`src/rtl/distance_bcd_conv.sv`:
```
// Binary-to-packed-BCD converter for ranging distances (13-bit mm -> 4 BCD digits),
// sequential double-dabble with a 1-deep pending slot. Optional DIST_AVG4_EN adds a 4-sample moving average.
module distance_bcd_conv #(
  parameter logic [12:0] MAX_DIST_MM = 13'd4000,
  parameter logic [3:0]  SHIFT_CNT   = 4'd13
) (
  input  logic        sys_clk,
  input  logic        sys_rst_n,
  input  logic [12:0] data_bin,
  input  logic        data_valid,
  output logic [15:0] bcd_data,
  output logic        bcd_valid,
  output logic        over_range,
  output logic        busy
);

  typedef enum logic [1:0] {IDLE, SHIFT, DONE} state_t;

  state_t      state;
  logic [12:0] shift_reg;
  logic [12:0] cap_val;
  logic [12:0] pend_val;
  logic        pend_flag;
  logic [15:0] acc;
  logic [15:0] acc_adj;
  logic [3:0]  iter_cnt;
  logic        conv_strobe;
  logic [12:0] conv_data;
  logic [12:0] load_val;

`ifdef DIST_AVG4_EN
  logic [12:0] hist0, hist1, hist2;
  logic        hist_primed;
  logic [14:0] sum_new;
  logic [12:0] avg_data;
  logic        avg_valid;

  assign sum_new = {2'b00, data_bin} + {2'b00, hist0} + {2'b00, hist1} + {2'b00, hist2};

  // The first sample after reset seeds the whole history so the average starts at that value.
  always_ff @(posedge sys_clk or negedge sys_rst_n) begin
    if (!sys_rst_n) begin
      hist0       <= '0;
      hist1       <= '0;
      hist2       <= '0;
      hist_primed <= 1'b0;
      avg_data    <= '0;
      avg_valid   <= 1'b0;
    end else begin
      avg_valid <= data_valid;
      if (data_valid) begin
        if (!hist_primed) begin
          hist0       <= data_bin;
          hist1       <= data_bin;
          hist2       <= data_bin;
          avg_data    <= data_bin;
          hist_primed <= 1'b1;
        end else begin
          hist0    <= data_bin;
          hist1    <= hist0;
          hist2    <= hist1;
          avg_data <= sum_new[14:2];
        end
      end
    end
  end

  assign conv_strobe = avg_valid;
  assign conv_data   = avg_data;
`else
  assign conv_strobe = data_valid;
  assign conv_data   = data_bin;
`endif

  function automatic logic [15:0] add3(input logic [15:0] a);
    logic [15:0] r;
    r = a;
    for (int i = 0; i < 4; i++) begin
      if (a[4*i +: 4] >= 4'd5) r[4*i +: 4] = a[4*i +: 4] + 4'd3;
    end
    return r;
  endfunction

  assign acc_adj = add3(acc);
  // A strobe arriving in DONE is newer than any pending sample, so it wins.
  assign load_val = conv_strobe ? conv_data : pend_val;

  always_ff @(posedge sys_clk or negedge sys_rst_n) begin
    if (!sys_rst_n) begin
      state      <= IDLE;
      shift_reg  <= '0;
      cap_val    <= '0;
      pend_val   <= '0;
      pend_flag  <= 1'b0;
      acc        <= '0;
      iter_cnt   <= '0;
      bcd_data   <= '0;
      bcd_valid  <= 1'b0;
      over_range <= 1'b0;
      busy       <= 1'b0;
    end else begin
      bcd_valid <= 1'b0;
      busy      <= (state != IDLE);
      case (state)
        IDLE: begin
          if (conv_strobe) begin
            shift_reg <= conv_data;
            cap_val   <= conv_data;
            acc       <= '0;
            iter_cnt  <= '0;
            state     <= SHIFT;
          end
        end
        SHIFT: begin
          {acc, shift_reg} <= {acc_adj[14:0], shift_reg, 1'b0};
          if (conv_strobe) begin
            pend_val  <= conv_data;
            pend_flag <= 1'b1;
          end
          if (iter_cnt == SHIFT_CNT - 4'd1) state <= DONE;
          else iter_cnt <= iter_cnt + 4'd1;
        end
        DONE: begin
          bcd_data   <= acc;
          over_range <= (cap_val > MAX_DIST_MM);
          bcd_valid  <= 1'b1;
          pend_flag  <= 1'b0;
          if (conv_strobe || pend_flag) begin
            shift_reg <= load_val;
            cap_val   <= load_val;
            acc       <= '0;
            iter_cnt  <= '0;
            state     <= SHIFT;
          end else begin
            state <= IDLE;
          end
        end
        default: state <= IDLE;
      endcase
    end
  end

endmodule

```
`config.mk`:
```
export PLATFORM = sky130hd
export DESIGN_NAME = distance_bcd_conv
export DESIGN_NICKNAME = d
export VERILOG_FILES = /design/src/rtl/distance_bcd_conv.sv
export SDC_FILE = /design/constraint.sdc
export NUM_CORES = 1
export LEC_CHECK = 0
export ABC_CLOCK_PERIOD_IN_PS = 2070
export CAP_MARGIN = 20
export CORE_ASPECT_RATIO = 0.6
export CORE_UTILIZATION = 30
export DETAILED_ROUTE_END_ITERATION = 10
export PLACE_DENSITY_LB_ADDON = 0.05
export SLEW_MARGIN = 20
export SYNTH_ARGS = -nofsm -noshare
export SYNTH_HDL_FRONTEND = slang
export SYNTH_SLANG_ARGS = --single-unit
```
`constraint.sdc`:
```
create_clock -name sys_clk -period 2.07 [get_ports sys_clk]
set_input_delay 0.207 -clock sys_clk [delete_from_list [all_inputs] [get_ports sys_clk]]
set_output_delay 0.207 -clock sys_clk [all_outputs]
set_load 0.05 [all_outputs]
```
# Word level (Yosys, flattened, before mapping)
# Index checks and enable logic that the tools add are counted.
dict set report word_totals {
  register_bits 81
  input_bits 16
  output_inout_bits 19
  word_cells 63
}
dict set report op_classes {
  add_sub_neg 5
  magnitude_cmp 5
  n_eq_ne 8
  muxes 23
  n_reduce_logical 11
}
# operator count
set ops {}
lappend ops {{$pmux 16 s3} 1}
lappend ops {{$mux 13} 3}
lappend ops {{$pmux 13 s3} 1}
lappend ops {{$mux 16} 2}
lappend ops {{$pmux 13 s2} 1}
lappend ops {{$mux 4} 6}
lappend ops {{$ge 4x3->1 const B} 4}
lappend ops {{$gt 13x12->1 const B} 1}
lappend ops {{$add 4x2->4 const B} 3}
lappend ops {{$pmux 4 s3} 1}
lappend ops {{$ne 2x2->1 const B} 5}
lappend ops {{$pmux 2 s3} 1}
lappend ops {{$reduce_and 3->1} 2}
lappend ops {{$reduce_bool 2->1} 3}
lappend ops {{$add 4x1->4 const B} 1}
lappend ops {{$eq 4x4->1 const B} 1}
lappend ops {{$mux 2} 2}
lappend ops {{$reduce_and 2->1} 2}
lappend ops {{$reduce_and 4->1} 1}
lappend ops {{$add 3x2->3 const B} 1}
lappend ops {{$mux 1} 3}
lappend ops {{$mux 3} 1}
lappend ops {{$reduce_bool 3->1} 1}
lappend ops {{$eq 2x1->1 const B} 1}
lappend ops {{4 further kinds} 4}

# Logic depth before layout (Yosys ltp)
dict set report logic_depth {
  ltp_word 3
  depth_mapped 9
  ltp_nobuf 6
}

# Worst setup path after synthesis
# OpenSTA, ideal clock, no wires.
dict set report synth_timing {
  kind {register to register}
  start {register state[0]}
  end {register iter_cnt[1]}
  setup_ns 0.121
  t_arrival_ns 1.772
  required_time_ns 1.949
  slack_ns 0.177
  stages_incl_launch_ff 9
  n_path_buf 3
  synth_period_minus_slack_ns 1.893
  path_cell_list {dfrtp_1 inv_1 ha_1 buf_6 nor3b_1 or3_1 buf_2 buf_6 a22o_1}
}
dict set report synth_via {
  elab_chain_len 3
  word_cells_on_any_way 9
  classes_between {eq/ne: 5; mux: 1; reduce/logical: 3}
}
# item line
set synth_rtl {}
lappend synth_rtl {{start: declaration} 19} ;# state_t state;
lappend synth_rtl {{start signal: assignment} 90} ;# state <= IDLE;
lappend synth_rtl {{start signal: assignment} 111} ;# state <= SHIFT;
lappend synth_rtl {{start signal: assignment} 120} ;# if (iter_cnt == SHIFT_CNT - 4'd1) state <= DONE;
lappend synth_rtl {{$eq 2x2->1 (tied with other cells)} 104} ;# case (state)
lappend synth_rtl {{$ne 2x2->1 (no line) or $reduce_bool 3->1 (tied branches)} --}
lappend synth_rtl {{$reduce_and 4->1 (no line)} --}
lappend synth_rtl {{end signal: assignment} 121} ;# else iter_cnt <= iter_cnt + 4'd1;
lappend synth_rtl {{end: declaration} 26} ;# logic [3:0] iter_cnt;
# Parallel ways exist; a longest one is shown, timed or not.
# A chain may end at the register's enable or synchronous reset.

# Final worst setup path
dict set report layout_timing {
  start {register state[0]}
  end {register shift_reg[9]}
}
dict set report layout_via {
  elab_chain_len 3
  word_cells_on_any_way 8
  classes_between {eq/ne: 4; mux: 1; reduce/logical: 3}
}
# item line
set layout_rtl {}
lappend layout_rtl {{$eq 2x2->1 (tied with other cells)} 104}
lappend layout_rtl {{$ne 2x2->1 (no line) or $reduce_bool 3->1 (tied branches)} --}
lappend layout_rtl {{$reduce_and 3->1 (no line)} --}
lappend layout_rtl {{end signal: assignment} 107} ;# shift_reg <= conv_data;
lappend layout_rtl {{end signal: assignment} 115} ;# {acc, shift_reg} <= {acc_adj[14:0], shift_reg, 1'b0};
lappend layout_rtl {{end signal: assignment} 129} ;# shift_reg <= load_val;
lappend layout_rtl {{end: declaration} 20} ;# logic [12:0] shift_reg;
# Parallel ways exist; a longest one is shown, timed or not.

==> impl_results.md <==
* Status: complete, no violations
* Arrival time worst endpoint at 2.12 ns
* Cell Count Post-Placement at 572
* Max-cap violations at 0
* Crit-path max FO at 32
* Fin cells at 589
* Largest net degree at the start of global routing at 33
* Clk pin slew, worst setup/hold paths at 0.06 ns
* Syn Inst Count at 371
* Synth Register Bits at 81
* CP endpoint kind: flip-flop
* Yosys top cell area share at 49.3%
* Leading area contributor after synthesis: dfrtp_1
* Rows at 32
* Fmax at 544 MHz
* Routed wire length at 9680 µm
* # setup viols final at 0
* Global-route wire length before repair at 16500 µm
* Avg WL per Cell at 16.4 µm
* Root Driver: clkbuf_16
* Nets at 445
* Slew headroom at 66.6%
* Clock skew at 0.00598 ns
* DRT iter0 DRCs at 129
* Yosys warns at 0
* Slack of the worst reg-to-reg path at 0.23 ns
* Power per Cell Area at 1330 mW/mm²
* Gr ovfl total at 0
* Critical Path Source Type: flip-flop
* Area contributors post-synth: dfrtp_1 (49%), mux2_2 (12%), ha_1 (4.6%)
* Syn Nets at 402
* Layout area overhead at 22.6%
* Die H at 92.7 µm
* RSZ-0062 raised after global routing: no
* Final design utilization at 38.5%
* Setup TNS at 0 ns
* WP data required at 2.35 ns
* Period minus WS final at 1.84 ns
* IO Pins at 35
* All-Layer GR Usage at 15.4%
* PortBufs at 34
* Biggest regs: acc (16), bcd_data (16)
* Die area at 0.0142 mm²
* Number of diodes at 0
* DR vias at 2879
* Initial Utilization at 31.4%
* Worst slew pin tran at 0.499 ns
* Post-route ant nets at 0
* Clk sink count at 81
* HPWL after DPL at 6700 µm
* Fraction of layout cells with a size suffix above 1 at 21.7%
* Synth cell types at 38
* Vias in the first global route at 3000
* Worst min path class: in2async
* Core box area at 0.0131 mm²
* FF-to-FF path depth at 7
* Mapped Avg Cell Area at 11.1 µm²
* Fin. max-slew vios at 0
* Clock tree buffer depth at 2
* Reg2reg start: state[0]
* Final hold viol count at 0
* CTS tree: done
* Vias/cell at 4.89
* CTS Buf Count at 9
* Initial antenna violation count at 0
* Tcrit/Tclk final at 88.7%
* GP Congestion at 0.763
* Clock latency on the worst-skew pair at 0.34 ns
* Die Width at 153 µm
* Seq/Total Area, Yosys at 49.3%
* Max VDD drop at 0.436 mV
* Residual DRC count at 0
* Mapped cell area at 0.00411 mm²
* R2R Path End: shift_reg[9]
* Leak pwr at 2.23 nW
* 1st-pass router iterations at 5
* CP Class: reg2reg
* Max H-tree Level at 3
* FILL cells at 1300
what timing repair did:
action / in CTS / in global routing
resized for setup: 0 / 1
hold endpoints to repair: 23 / 0
hold buffers: 1 / 0
setup buffers: 0 / 0
setup endpoints to repair: 0 / 3
area by class of cell:
| class | count | area [µm²] | area share, % |
|---|---|---|---|
| Clock inverter | 6 | 35.0 | 0.695 |
| Inverter | 16 | 60.1 | 1.19 |
| Tap cell | 170 | 213 | 4.22 |
| Clock buffer | 10 | 229 | 4.54 |
| Sequential cell | 81 | 2030 | 40.2 |
| Timing Repair Buffer | 54 | 566 | 11.2 |
| Multi-Input combinational cell | 252 | 1910 | 37.9 |
worst max-delay path by stage:
| stage | startpoint | cells after the start | slack, ns | to |
|---|---|---|---|---|
| floorplan | state[0] | 8 | 0.18 | iter_cnt[1] |
| global placement | data_valid | 7 | 0.09 | cap_val[11] |
| detailed placement | data_valid | 6 | 0.10 | shift_reg[7] |
| CTS | state[0] | 7 | 0.13 | shift_reg[8] |
| global route | state[0] | 8 | 0.03 | cap_val[11] |
| finish | state[0] | 7 | 0.23 | shift_reg[9] |
cells in the final DEF (no fill, tap or decap), types with 6 or more instances in the layout:
master,Yosys,final
a21o_1,15,15
o21ai_0,29,29
nand2_1,33,33
buf_4,1,14
o22ai_1,6,6
nor3b_1,8,8
inv_1,16,16
nor2_1,16,16
clkbuf_16,0,9
dfrtp_1,81,81
a22oi_1,12,12
clkdlybuf4s50_1,0,33
ha_1,15,15
mux2i_1,13,13
nand2b_1,6,6
a211oi_2,7,7
mux2_2,45,45
buf_12,0,6
a21oi_1,9,9
power breakdown:
| group | leakage [nW] | internal (W) | switching, W |
|---|---|---|---|
| sequential | 1.01 | 0.00216 | 0.000380 |
| clock | 0.128 | 0.000804 | 0.000647 |
| combinational | 1.09 | 0.00118 | 0.00153 |
| total | 2.23 | 0.00415 | 0.00256 |
per-stage QoR:
stage / hold WS [ns] / instance area (µm²) / power [W] / setup slack, ns
final: 0.323 / 5040 / 0.00670 / 0.233
after global routing: 0.372 / 5040 / 0.00719 / 0.0320
after CTS: 0.336 / 5030 / 0.00679 / 0.133
after detailed placement: 0.158 / 4760 / 0.00530 / 0.101
after global placement: 0.158 / 4760 / 0.00526 / 0.0868
after floorplan: -0.0886 / 4110 / 0.00435 / 0.177
routing by layer:
layer	global-route usage, %	vias to the layer above	share of wire, %
met4	4.04	0	1.1
met3	4.02	10	4.8
met1	23.7	1408	56
met2	20.7	42	38
li1	-	1419	-
met5	0	-	0
cell usage after synthesis:
library cell  number
dfrtp_1           81
mux2_2            45
nand2_1           33
o21ai_0           29
inv_1             16
nor2_1            16
a21o_1            15
ha_1              15
mux2i_1           13
a22oi_1           12
clkbuf_1          10
a21oi_1            9
buf_2              8
nor3b_1            8
a211oi_2           7
nand2b_1           6
o22ai_1            6
a211oi_1           5
a31oi_1            5
nand3_1            4
o31ai_1            4
xnor2_1            4
buf_6              3
nor2b_1            2
o21a_1             2
a221oi_2           1
a22o_1             1
a2bb2oi_2          1
and3_1             1
buf_4              1
nand4_1            1
nor2_2             1
nor3_1             1
o2111ai_1          1
o21ai_1            1
o311ai_0           1
or3_1              1
or4_1              1
cell families after synthesis:
kind of cell	after synthesis	share of synthesized area, %
buffers and inverters	38	4.35
adders and majority gates	15	4.57
AOI/OAI and AO/OA	100	16.9
and+or+nand+nor	75	8.55
xor gates and xnor gates	4	0.852
DFF	81	49.3
muxes	58	15.5
worst max-delay path, stage by stage, from the launching register on:
cell      delay (ns)
dfrtp_1         0.39
inv_1           0.09
ha_1            0.22
nor3b_1         0.15
or3_4           0.42
buf_12          0.19
a211oi_1        0.19
a21o_1          0.11
Power figures use the tool's default switching activity.
